<file path="src/rtl/axis_byte_packer.sv">
// Packs an MSB-first 8-bit AXI-Stream into PKT_WIDTH-bit packets held in a
// one-entry output register, with an optional idle timeout for partial packets.
module axis_byte_packer #(
    parameter int PKT_WIDTH      = 24,
    parameter int TIMEOUT_CYCLES = 0
) (
    input  logic                 clk,
    input  logic                 arstn,
    input  logic [7:0]           s_axis_tdata,
    input  logic                 s_axis_tvalid,
    output logic                 s_axis_tready,
    output logic [PKT_WIDTH-1:0] m_axis_tdata,
    output logic                 m_axis_tvalid,
    input  logic                 m_axis_tready,
    output logic                 drop_pulse,
    output logic [7:0]           drop_count
);
    localparam int NUM_BYTES = (PKT_WIDTH + 7) / 8;
    localparam int CNT_W     = (NUM_BYTES > 1) ? $clog2(NUM_BYTES) : 1;
    localparam logic [CNT_W-1:0] LAST_IDX = CNT_W'(NUM_BYTES - 1);

    logic [CNT_W-1:0]     byte_cnt_q, byte_cnt_d;
    logic [PKT_WIDTH-1:0] shift_q, shift_d;
    logic [PKT_WIDTH-1:0] pkt_data_q, pkt_data_d;
    logic                 pkt_valid_q, pkt_valid_d;
    logic [PKT_WIDTH-1:0] shift_base;
    logic [PKT_WIDTH-1:0] shift_next;
    logic                 last_byte;
    logic                 byte_hs;
    logic                 pkt_hs;
    logic                 load;
    logic                 timeout_fire;

    assign last_byte     = (byte_cnt_q == LAST_IDX);
    assign s_axis_tready = !(last_byte && pkt_valid_q && !m_axis_tready);
    assign byte_hs       = s_axis_tvalid && s_axis_tready;
    assign pkt_hs        = pkt_valid_q && m_axis_tready;
    assign load          = byte_hs && last_byte;

    // Truncating to PKT_WIDTH after NUM_BYTES shifts discards the unused
    // upper bits of the first byte without any special casing.
    assign shift_base = (byte_cnt_q == '0) ? '0 : shift_q;
    assign shift_next = PKT_WIDTH'({shift_base, s_axis_tdata});

    always_comb begin
        byte_cnt_d  = byte_cnt_q;
        shift_d     = shift_q;
        pkt_data_d  = pkt_data_q;
        pkt_valid_d = pkt_valid_q;
        if (load) begin
            byte_cnt_d  = '0;
            shift_d     = '0;
            pkt_data_d  = shift_next;
            pkt_valid_d = 1'b1;
        end else begin
            if (pkt_hs) begin
                pkt_valid_d = 1'b0;
            end
            if (byte_hs) begin
                byte_cnt_d = byte_cnt_q + CNT_W'(1);
                shift_d    = shift_next;
            end else if (timeout_fire) begin
                byte_cnt_d = '0;
                shift_d    = '0;
            end
        end
    end

    always_ff @(posedge clk or negedge arstn) begin
        if (!arstn) begin
            byte_cnt_q  <= '0;
            shift_q     <= '0;
            pkt_data_q  <= '0;
            pkt_valid_q <= 1'b0;
        end else begin
            byte_cnt_q  <= byte_cnt_d;
            shift_q     <= shift_d;
            pkt_data_q  <= pkt_data_d;
            pkt_valid_q <= pkt_valid_d;
        end
    end

    assign m_axis_tdata  = pkt_data_q;
    assign m_axis_tvalid = pkt_valid_q;

    generate
        if (TIMEOUT_CYCLES > 0) begin : g_timer
            localparam int IDLE_W = $clog2(TIMEOUT_CYCLES + 1);
            localparam logic [IDLE_W-1:0] IDLE_LAST = IDLE_W'(TIMEOUT_CYCLES - 1);

            logic [IDLE_W-1:0] idle_cnt_q, idle_cnt_d;
            logic              drop_pulse_q, drop_pulse_d;
            logic [7:0]        drop_count_q, drop_count_d;

            // A byte on the would-be timeout edge wins over the drop.
            always_comb begin
                timeout_fire = (byte_cnt_q != '0) && !byte_hs && (idle_cnt_q == IDLE_LAST);
                idle_cnt_d   = idle_cnt_q + IDLE_W'(1);
                if (byte_hs || (byte_cnt_q == '0) || timeout_fire) begin
                    idle_cnt_d = '0;
                end
                drop_pulse_d = timeout_fire;
                drop_count_d = drop_count_q;
                if (timeout_fire && (drop_count_q != 8'hFF)) begin
                    drop_count_d = drop_count_q + 8'd1;
                end
            end

            always_ff @(posedge clk or negedge arstn) begin
                if (!arstn) begin
                    idle_cnt_q   <= '0;
                    drop_pulse_q <= 1'b0;
                    drop_count_q <= 8'd0;
                end else begin
                    idle_cnt_q   <= idle_cnt_d;
                    drop_pulse_q <= drop_pulse_d;
                    drop_count_q <= drop_count_d;
                end
            end

            assign drop_pulse = drop_pulse_q;
            assign drop_count = drop_count_q;
        end else begin : g_no_timer
            assign timeout_fire = 1'b0;
            assign drop_pulse   = 1'b0;
            assign drop_count   = 8'd0;
        end
    endgenerate

endmodule

</file>
<file path="config.mk">
export PLATFORM = sky130hd
export DESIGN_NAME = axis_byte_packer
export DESIGN_NICKNAME = d
export VERILOG_FILES = /design/src/rtl/axis_byte_packer.sv
export SDC_FILE = /design/constraint.sdc
export NUM_CORES = 1
export LEC_CHECK = 0
export BUFFER_PORTS_ARGS = -buffer_cell sky130_fd_sc_hd__buf_2
export CORE_ASPECT_RATIO = 1.1
export CORE_MARGIN = 1.5
export CORE_UTILIZATION = 51
export DETAILED_ROUTE_END_ITERATION = 8
export PLACE_DENSITY = 0.86
export SKIP_CTS_REPAIR_TIMING = 1
export SYNTH_ARGS = -nofsm -noshare
export SYNTH_HDL_FRONTEND = slang
export SYNTH_SLANG_ARGS = --single-unit
</file>
<file path="constraint.sdc">
create_clock -name clk -period 1.8 [get_ports clk]
set_input_delay 0.27 -clock clk [delete_from_list [all_inputs] [get_ports clk]]
set_output_delay 0.27 -clock clk [all_outputs]
set_load 0.05 [all_outputs]
</file>
==> out/qor.csv <==
metric,value,unit
clock buffer depth,2,
max_cap viols,0,
crit-path max cell delay,0.46,ns
area of the mapped netlist,1810,µm²
WP data arrival,1.46,ns
first-pass detailed-route iteration total,3,
first-pass GRT wire length,5.29,mm
largest family of logic cells by synthesized area,multiplexers,
initial antenna violation count,0,
WL final,3.11,mm
simple-gate share of the synthesized area,6.55,%
vias per std cell,5.03,
Yosys top cell area share,59.3,%
logic gate share of total power,49.7,%
Non-Filler Instances,211,
clk slew on worst S/H paths,0.11,ns
worst-skew pair later-pin latency,0.35,ns
IO Pins,47,
die width,59.9,µm
top post-synthesis cells by area,"dfrtp_1, mux2_4, buf_4",
diode count,0,
CP Data Required Time,1.53,ns
Die Height,65.6,µm
Synth Area in XOR/XNOR,0,%
clk sink count,43,
pin count of the biggest net entering global routing,30,
vias post-DR,1061,
PortBufs,37,
Seq pwr share,38.0,%
critical path class,flop to output port,
Compound-Gate Fraction of Synth Area,8.48,%
Mapped Cells,119,
Num CTS Buffers,5,
Placed Cells,200,
Worst-Margin Slew,0.636,ns
post-synthesis adder-cell area fraction,0,%
Clock power frac,12.3,%
Starting Density,54.0,%
sequential area share after synthesis,59.3,%
Period minus WS final,1.73,ns
post-synthesis mux area share,19.4,%
CP max stage cell,dfrtp_2,
Post-DP HPWL,2.18,mm
switching share of total power,44.9,%
clk_skew,0.00380,ns
Internal,0.00231,W
CTS tree,built,
Worst Setup Start Kind,flop,
Sw Pwr,0.00188,W
"area leader, netlist",dfrtp_1,
# rows,22,
"Design Area, Final",2120,µm²
grt ovf,0,
per-cell routed wire length,14.7,µm
register bit total from synthesis,43,
Final Hold Violating Endpoints,0,
worst min path class,input pin to flop,
fill cell count,270,
Core Footprint,3360,µm²
Worst VDD drop,1.02,mV
max_slew headroom,57.6,%
Synth warnings,0,
share of cells above drive strength 1,49.7,%
CTS root buffer,clkbuf_4,
RSZ-0062 raised after global routing,no,
Max Slew Vio Count,0,
worst-path cell chain,"nand2b_4, or2_2, buf_6",
Starting DRT DRC Count,18,
PD cells,1970,nW/µm²
# setup viols final,0,
DRT antenna net count,0,
maximum fanout along the worst path,7,
final cycle utilization of the critical path,95.8,%
P&R area growth vs syn,17.0,%
synth unique cells,17,
LEAKAGE,1.23,nW
syn_area_per_cell,15.2,µm²
H-tree depth,2,
vias in the first global route,1088,
RD Place Congestion,0.760,
internal reg-to-reg setup slack,0.19,ns
Placed Area,2020,µm²
Layout Nets,174,
setup TNS,0,ns
total die area,3920,µm²
fmax,580,MHz
all-layer global routing usage,18.6,%
outcome,completed,
Worst setup EP type,output port,
DR DRC count,0,
final cells by class:
cell class	instances	area, µm²	area share [%]
multi-input combinational	69	664	31.3
sequential	43	1080	50.8
timing repair buffer	43	251	11.8
clock buffer	8	68.8	3.24
tap	48	60.1	2.83
flip-flops by register name, summed over array words and instances (netlist names):
name / cells
byte_cnt_q: 2
shift_q: 16
m_axis_tvalid: 1
m_axis_tdata: 24
placed cells by master (no fill, tap or decap):
cell / instances
buf_12: 1
nor2_1: 2
and2_0: 1
dfrtp_1: 41
clkbuf_1: 1
nand2_1: 2
a22o_1: 8
buf_6: 1
a21o_1: 9
buf_2: 36
clkbuf_8: 2
mux2_2: 6
mux2_4: 19
or2_2: 1
dfrtp_2: 2
nand2b_4: 1
nand4b_4: 1
nand2b_2: 1
buf_4: 4
clkbuf_4: 5
o21ai_4: 1
dlygate4sd3_1: 1
and3_1: 8
conb_1: 9
critical path, delay by kind of cell (launching register included):
kind / cells / cell delay [ns]
flops: 1 / 0.46
simple gates: 2 / 0.48
buf+inv: 1 / 0.16
path summary, 6_finish.rpt:
path / from / cells after the start / end
worst max-delay path: byte_cnt_q[0] / 3 / s_axis_tready
worst min-delay path: s_axis_tdata[2] / 2 / shift_q[2]
worst max register to register: byte_cnt_q[0] / 4 / m_axis_tdata[23]
worst min register to register: shift_q[11] / 1 / shift_q[11]
max in group asynchronous: arstn / 3 / shift_q[4]
min in group asynchronous: arstn / 2 / m_axis_tdata[12]
power by group through the flow:
stage	Clock, W	Combinational (W)	Sequential, W
after floorplan	0	0.000751	0.00248
after global placement	0	0.00201	0.00159
after detailed placement	0	0.00204	0.00161
after CTS	0.000527	0.00204	0.00159
after global routing	0.000587	0.00219	0.00165
final	0.000514	0.00208	0.00159
kinds of logic (layout without fill, tap and decap cells):
family / after synthesis / after routing
AOI/OAI and AO/OA: 18 / 18
buffers and inverters: 15 / 51
DFF: 43 / 43
muxes: 25 / 25
other: 1 / 9
and+or+nand+nor: 17 / 17
through the flow:
step           worst slack, ns  utilization, %  hold WS [ns]  power [W]
3_5_place_dp             0.256            60.0         0.320    0.00365
4_1_cts                 -0.109            62.1       -0.0701    0.00416
5_1_grt                0.00450            63.2         0.130    0.00442
3_3_place_gp             0.316            60.0         0.305    0.00360
2_1_floorplan            0.221               -       -0.0256    0.00323
6_report                0.0748            63.2         0.157    0.00419
metal layers:
layer	up-vias	share of wire, %	global-route usage, %
met5	-	0	0
met4	0	2.6	11.4
met3	8	3.3	3.74
met2	24	50	27.7
met1	546	44	24.5
li1	483	-	-
cells in the mapped netlist (all sizes together):
cell type	count
nand4b	1
conb	1
nand2	2
buf	12
and3	8
nor2	2
clkbuf	3
a22o	8
nand2b	2
mux2	25
and2	1
o21ai	1
dfrtp	43
or2	1
a21o	9
No activity file was read; power rests on OpenSTA's default activity.
